### src/rtl/si_inst_injector.sv
// Single-instruction injector: presents one latched candidate word to fetch with a
// valid/stall handshake, then drives NOP stall words for a fixed drain window.
module si_inst_injector #(
  parameter int          DRAIN_CYCLES = 16,
  parameter logic [31:0] NOP_WORD     = 32'h0000_007F
) (
  input  logic        clk,
  input  logic        reset_x,
  input  logic        start,
  input  logic        abort,
  input  logic [31:0] inst_in,
  input  logic        fetch_stall,
  output logic [31:0] inst_out,
  output logic        inst_valid,
  output logic        target_issued,
  output logic        check_window,
  output logic        busy,
  output logic        done,
  output logic [7:0]  stall_cnt
);

  localparam logic [1:0] ST_IDLE   = 2'd0;
  localparam logic [1:0] ST_TARGET = 2'd1;
  localparam logic [1:0] ST_DRAIN  = 2'd2;
  localparam logic [1:0] ST_DONE   = 2'd3;

  localparam logic [7:0] DRAIN_LOAD = 8'(DRAIN_CYCLES - 1);

  logic [1:0]  state_q,     state_d;
  logic [31:0] target_q,    target_d;
  logic [7:0]  drain_cnt_q, drain_cnt_d;
  logic [7:0]  stall_cnt_q, stall_cnt_d;
  logic        issued_q,    issued_d;

  always_comb begin
    state_d     = state_q;
    target_d    = target_q;
    drain_cnt_d = drain_cnt_q;
    stall_cnt_d = stall_cnt_q;
    issued_d    = issued_q;

    case (state_q)
      ST_IDLE: begin
        if (start) begin
          target_d    = inst_in;
          stall_cnt_d = 8'd0;
          // A NOP candidate is never presented as valid; it only runs the drain window.
          if (inst_in[6:0] == 7'h7F) begin
            state_d     = ST_DRAIN;
            drain_cnt_d = DRAIN_LOAD;
          end else begin
            state_d = ST_TARGET;
          end
        end
      end
      ST_TARGET: begin
        if (fetch_stall) begin
          if (stall_cnt_q != 8'hFF) stall_cnt_d = stall_cnt_q + 8'd1;
        end else begin
          state_d     = ST_DRAIN;
          drain_cnt_d = DRAIN_LOAD;
          issued_d    = 1'b1;
        end
      end
      ST_DRAIN: begin
        issued_d = 1'b0;
        if (drain_cnt_q == 8'd0) state_d = ST_DONE;
        else                     drain_cnt_d = drain_cnt_q - 8'd1;
      end
      default: begin
        if (!start) state_d = ST_IDLE;
      end
    endcase

    // Abort overrides everything, including the candidate latch in IDLE.
    if (abort) begin
      state_d     = ST_IDLE;
      issued_d    = 1'b0;
      target_d    = target_q;
      stall_cnt_d = stall_cnt_q;
      drain_cnt_d = drain_cnt_q;
    end
  end

  always_ff @(posedge clk or negedge reset_x) begin
    if (!reset_x) begin
      state_q     <= ST_IDLE;
      target_q    <= NOP_WORD;
      drain_cnt_q <= 8'd0;
      stall_cnt_q <= 8'd0;
      issued_q    <= 1'b0;
    end else begin
      state_q     <= state_d;
      target_q    <= target_d;
      drain_cnt_q <= drain_cnt_d;
      stall_cnt_q <= stall_cnt_d;
      issued_q    <= issued_d;
    end
  end

  assign inst_valid    = (state_q == ST_TARGET);
  assign inst_out      = inst_valid ? target_q : NOP_WORD;
  assign check_window  = (state_q == ST_DRAIN);
  assign target_issued = check_window && issued_q;
  assign busy          = (state_q != ST_IDLE);
  assign done          = (state_q == ST_DONE);
  assign stall_cnt     = stall_cnt_q;

endmodule

### config.mk
export PLATFORM = sky130hd
export DESIGN_NAME = si_inst_injector
export DESIGN_NICKNAME = d
export VERILOG_FILES = /design/src/rtl/si_inst_injector.sv
export SDC_FILE = /design/constraint.sdc
export NUM_CORES = 1
export LEC_CHECK = 0
export BUFFER_PORTS_ARGS = -buffer_cell sky130_fd_sc_hd__buf_2
export CAP_MARGIN = 25
export CELL_PAD_IN_SITES_DETAIL_PLACEMENT = 0
export CELL_PAD_IN_SITES_GLOBAL_PLACEMENT = 1
export CORE_ASPECT_RATIO = 0.5
export CORE_MARGIN = 1
export CORE_UTILIZATION = 40
export CTS_CLUSTER_DIAMETER = 100
export DETAILED_ROUTE_END_ITERATION = 12
export PLACE_DENSITY = 0.84
export SYNTH_ARGS = -nofsm -noshare
export SYNTH_HDL_FRONTEND = slang
export SYNTH_SLANG_ARGS = --single-unit
### constraint.sdc
create_clock -name clk -period 2.7 [get_ports clk]
set_clock_uncertainty 0.1 [all_clocks]
set_input_delay 0.54 -clock clk [delete_from_list [all_inputs] [get_ports clk]]
set_output_delay 0.54 -clock clk [all_outputs]
set_load 0.01 [all_outputs]
==> flow_summary.ini, run 1 <==
[power_and_ir_drop]
power.density_nw_per_um2 = 884
pwr-share-seq = 0.420
switchingPower_mw = 1.03
power.leakage_nw = 1.60
p_sw_frac = 0.340
ir_drop_uv = 320
pwr-share-comb = 0.367
clock_power_share = 0.213
power.internal_mw = 2.00

[cells_and_area]
final_common_cell = buf_2
stdcell_count = 427
area_delta_synth_final_pct = 24.1
register_area_um2 = 1280
drive_gt1_frac = 0.431
final_net_count = 382
layout_common_cells = buf_2, dfrtp_1, mux2_2
diodes = 0
multi_input_area_um2 = 1390
fill_cells = 605

[setup_path]
timing.reg2reg.setup_slack_ps = 380
endpoint_kind = output pin
crit_fanout = 39
cp_slowest_cell = dfrtp_1
reg2reg_from = state_q[1]
required_ps = 2060
cpLargestDelayFamily = buffers and inverters
cp_cell_sequence = inv_1, ha_1, buf_12, and2_1, buf_2
crit_type = reg -> out
cp-startpoint = state_q[1]
arrival_ps = 1760
slowest_delay_ps = 430
crit_buf_inv = 3
ff2ff_path_depth = 7
r2r_end = stall_cnt[7]
worstSetupStartpointType = flip-flop

[yosys]
synth_area_um2 = 2770
synthArstFlopShare = 1.00
yosysSeqAreaShare = 0.464
yosys_most_used_dff = dfrtp_1
synth_nets = 298
syn_area_per_cell_um2 = 10.9
synth_edf_count = 0
synth.distinct_cells = 51
synth-seq-cells = 51
yosysWarningCount = 0
synth_cells = 254

[floorplanning]
die_w_um = 120
ios = 82
fp.dieArea_um2 = 7280
num_rows = 20
core_um2 = 6360
die_y_um = 60.8
initial_utilization = 0.436

[sta]
final.setup.tns_ps = 0
slew_headroom = 0.504
finalMaxSlewViolations = 0
fin_crit_ps = 2400
fin_crit_sh = 0.890
rsz0062_at_grt = no
final-hold-violation-count = 0
tightest_slew_ps = 740
finalSetupViolCount = 0
fmax_ghz = 0.416

[detailed_routing]
drtAntennaViolNets = 0
post_drt_via_cell_ratio = 5.22
drc = 0
routed_wl_um = 6250
drt_pass1_iterations = 4
drt_iter0_drc = 92
vias = 2229
wl_per_cell_um = 14.6

[placed_design]
placed_cells = 419
numPortBuffers = 81
dp_hpwl_um = 4660
gp_congestion = 0.841

[global_route]
grtUsageTotal = 0.188
antenna_found_initial = 0
grt.overflow.total = 0
grt_max_degree = 40
grt_pass1_wl_um = 10500
grt_pass1_vias = 2238

[run]
maxCapViolCount = 0

[min_path]
hold_path_class = in -> async

[clock_network]
tritoncts = yes
numCtsBuffers = 5
postCtsResizedCells = 0
clockRootBuffer = clkbuf_16
clockBufferDepth = 2
post-cts-setup-buffers = 0
htreeDepth = 2
cts_sinks = 51
clock_latency_ps = 290
holdBufCountCts = 0
cts.clk_slew.worst_paths_ps = 70

[run_status]
status = finished, final reports clean
[logic make-up after synthesis]
group | count (synthesis) | synth area share
AO/OA/AOI/OAI | 48 | 0.131
buffers and inverters | 22 | 0.0352
adder cells (fa/ha/maj) | 7 | 0.0316
flip-flops | 51 | 0.464
AND/OR/NAND/NOR | 89 | 0.188
multiplexers | 37 | 0.151
[synth_stat cells, drive strengths merged, types with 2 or more instances]
master   count  area [µm²]
nor3        10        55.1
nor3b        2        15.0
dfstp        7         184
a21oi        4        23.8
a211oi       2        15.0
and3         2        12.5
a2bb2oi      4        35.0
o31ai        4        43.8
nand2b       7        43.8
nor2         6        22.5
a211o        2        18.8
or3b         2        20.0
or3          3        23.8
and2        28         175
dfrtp       44        1100
nand2       13        51.3
nor2b        4        25.0
nand4        3        18.8
buf          4        20.0
ha           7        87.6
inv         12        45.0
o211ai       4        30.0
clkbuf       6        32.5
nand3        5        25.0
mux2        35         398
o21ai        9        45.0
a21boi       6        48.8
mux2i        2        20.0
a31oi        5        31.3
[worst max-delay path by stage]
| stage | to | slack [ps] | depth (start not counted) |
|---|---|---|---|
| CTS | inst_out[8] | 300 | 5 |
| global route | inst_out[19] | 180 | 5 |
| floorplan | inst_out[11] | 510 | 6 |
| finish | inst_out[9] | 300 | 5 |
| global placement | stall_cnt[7] | 500 | 7 |
| detailed placement | stall_cnt[7] | 380 | 7 |
[power by group through the flow]
stage          sequential [mW]  clock, mW  combinational, mW
4_1_cts                   1.28      0.667               1.13
3_5_place_dp              1.29          0               1.12
2_1_floorplan             1.24          0              0.767
3_3_place_gp              1.27          0               1.09
5_1_grt                   1.32      0.699               1.23
6_report                  1.28      0.648               1.11
[metrics by stage]
stage / instance area (µm²) / util / setup WS (ps) / hold slack [ps] / power (mW)
after global placement: 3290 / 0.518 / 502 / 367 / 2.36
after CTS: 3440 / 0.541 / 302 / 54.0 / 3.07
after global routing: 3440 / 0.541 / 176 / 57.5 / 3.25
after detailed placement: 3290 / 0.518 / 376 / 374 / 2.41
after floorplan: 2770 / - / 506 / 144 / 2.01
final: 3440 / 0.541 / 298 / 42.3 / 3.04
[layout make-up]
cell class / instances / area share
clock buffers: 5 / 0.0364
inverters: 12 / 0.0131
repair buffers: 87 / 0.135
well taps: 88 / 0.0320
clock inverters: 3 / 0.00655
multi-input cells: 181 / 0.403
flip-flops and latches: 51 / 0.374
[layer usage]
layer / track usage / share of wire / up-vias
li1: - / - / 1079
met1: 0.232 / 0.46 / 1097
met2: 0.330 / 0.49 / 43
met3: 0.0461 / 0.038 / 10
met4: 0.0714 / 0.015 / 0
met5: 0 / 0 / -
[registers in the layout, indices dropped and copies added (netlist names)]
register,flops
issued_q,1
drain_cnt_q,8
target_q,32
stall_cnt,8
state_q,2
(Power assumes the default switching activity.)
==> run 2: changes to the inputs <==
--- a/config.mk
+++ b/config.mk
@@ -11,10 +11,10 @@
 export CELL_PAD_IN_SITES_GLOBAL_PLACEMENT = 1
 export CORE_ASPECT_RATIO = 0.5
 export CORE_MARGIN = 1
-export CORE_UTILIZATION = 40
+export CORE_UTILIZATION = 43
 export CTS_CLUSTER_DIAMETER = 100
 export DETAILED_ROUTE_END_ITERATION = 12
-export PLACE_DENSITY = 0.84
+export PLACE_DENSITY = 0.89
 export SYNTH_ARGS = -nofsm -noshare
 export SYNTH_HDL_FRONTEND = slang
 export SYNTH_SLANG_ARGS = --single-unit
==> constraint.sdc (replaced) <==
create_clock -name clk -period 2.9 [get_ports clk]
set_clock_uncertainty 0.1 [all_clocks]
set_input_delay 0.58 -clock clk [delete_from_list [all_inputs] [get_ports clk]]
set_output_delay 0.58 -clock clk [all_outputs]
set_load 0.01 [all_outputs]
==> run 2 against run 1 <==
Effect of this change: combinational power fell by 8%; total power fell by 5.0%; critical path type unchanged; utilization rose by 2.0 points; die area fell by 6.8%; critical path depth did not move; cell count fell by 0.23%.
==> flow_summary.ini, run 2 (same netlist as run 1, synthesis figures left out) <==
[power_and_ir_drop]
clock_power_share = 0.234
p_total_mw = 2.89
ir_drop_uv = 487
switchingPower_mw = 0.947
p_sw_frac = 0.328
pwr-share-comb = 0.353
power.internal_mw = 1.94
power.density_nw_per_um2 = 839
power.leakage_nw = 1.60
pwr-share-seq = 0.413

[clock_network]
cts.clk_slew.worst_paths_ps = 70
clockBufferDepth = 2
clock_latency_ps = 290
numCtsBuffers = 5
cts_sinks = 51
clockRootBuffer = clkbuf_16
post-cts-setup-buffers = 0
htreeDepth = 2
tritoncts = yes

[placed_design]
dpl_cell_area_um2 = 3270
pre_cts_ws_ps = 474
gp_congestion = 0.819
numPortBuffers = 81
dp_hpwl_um = 4430

[cells_and_area]
largest_reg_flops = 32
max_flop_register = target_q
fill_cells = 546
multi_input_area_um2 = 1390
layout_common_cells = buf_2, dfrtp_1, mux2_2
fin_area_um2 = 3440
drive_gt1_frac = 0.429
final_net_count = 381
area_delta_synth_final_pct = 24.2
diodes = 0
register_area_um2 = 1280
final_common_cell = buf_2

[sta]
final.setup.tns_ps = 0
fmax_ghz = 0.394
final-hold-violation-count = 0
fin_crit_ps = 2540
rsz0062_at_grt = no
finalSetupViolCount = 0
fin_crit_sh = 0.876
fin_ws_ps = 360
slew_headroom = 0.473
tightest_slew_ps = 787
finalMaxSlewViolations = 0

[global_route]
grt_max_degree = 33
busiest_layer = met2
grt.overflow.total = 0
gr-usage-met1 = 0.248
grt_pass1_wl_um = 10100
grt_pass1_vias = 2143
grtUsageTotal = 0.192
grt_util_met3 = 0.0494
antenna_found_initial = 0
grt_util_met2 = 0.328

[floorplanning]
ios = 82
initial_utilization = 0.452
core_um2 = 6130
die_w_um = 115
fp.dieArea_um2 = 6780
num_rows = 20
die_y_um = 58.7

[run_status]
status = finished, final reports clean

[setup_path]
required_ps = 2220
crit_type = reg -> out
endpoint_kind = output pin
worstSetupStartpointType = flip-flop
arrival_ps = 1860
crit_fanout = 27

[detailed_routing]
drc = 0
drt_pass1_iterations = 4
post_drt_via_cell_ratio = 5.18
vias = 2207
wl_per_cell_um = 14.5
drtAntennaViolNets = 0
drt_iter0_drc = 115
routed_wl_um = 6180

[min_path]
hold_path_class = in -> async

[run]
maxCapViolCount = 0
==> run 2: what timing repair did <==
item / 4_1_cts / 5_1_grt
hold buffers: 0 / 0
resized for setup: 0 / 1
endpoints found under the setup margin: 0 / 17
==> run 2: metrics by stage <==
| step | utilization | hold WS, ps | cells |
|---|---|---|---|
| final | 0.561 | 109 | 426 |
| after global routing | 0.561 | 136 | 426 |
| after CTS | 0.561 | 126 | 426 |
| after detailed placement | 0.533 | 386 | 418 |
| after global placement | 0.533 | 380 | 418 |
| after floorplan | - | 184 | 254 |
==> run 2: worst max-delay path: stages, from the launching register on <==
cell and delay [ps]:
dfrtp_1 430, inv_1 120, ha_2 400, buf_4 320, and2_1 170, buf_2 130
==> run 2: final cells by class <==
| type | count | area share |
|---|---|---|
| clock buffer | 6 | 0.0375 |
| clock inverter | 2 | 0.0113 |
| inverter | 12 | 0.0131 |
| multi-input combinational | 181 | 0.404 |
| sequential | 51 | 0.374 |
| tap | 88 | 0.0320 |
| timing repair buffer | 86 | 0.129 |
==> run 2: power groups by stage <==
| stage | Sequential, mW | Clock, mW | Combinational, mW |
|---|---|---|---|
| floorplan | 1.16 | 0 | 0.714 |
| global placement | 1.19 | 0 | 0.987 |
| detailed placement | 1.20 | 0 | 1.02 |
| CTS | 1.19 | 0.697 | 1.02 |
| global route | 1.24 | 0.717 | 1.12 |
| finish | 1.19 | 0.677 | 1.02 |
==> run 2: routing by layer <==
metal  vias to the layer above  part of all wire
met3                         2             0.035
li1                       1075                 -
met4                         0            0.0028
met1                      1095              0.46
met2                        35              0.50
met5                         -                 0
==> run 2: final timing paths <==
kind,start,endpoint,slack (ps),depth (start not counted)
min,reset_x,drain_cnt_q[6],110,1
max in group asynchronous,reset_x,target_q[0],1910,2
max,state_q[1],inst_out[19],360,5
max reg2reg,state_q[1],stall_cnt[7],730,6
min in group clk,target_q[12],target_q[12],400,1
min reg2reg,target_q[12],target_q[12],400,1
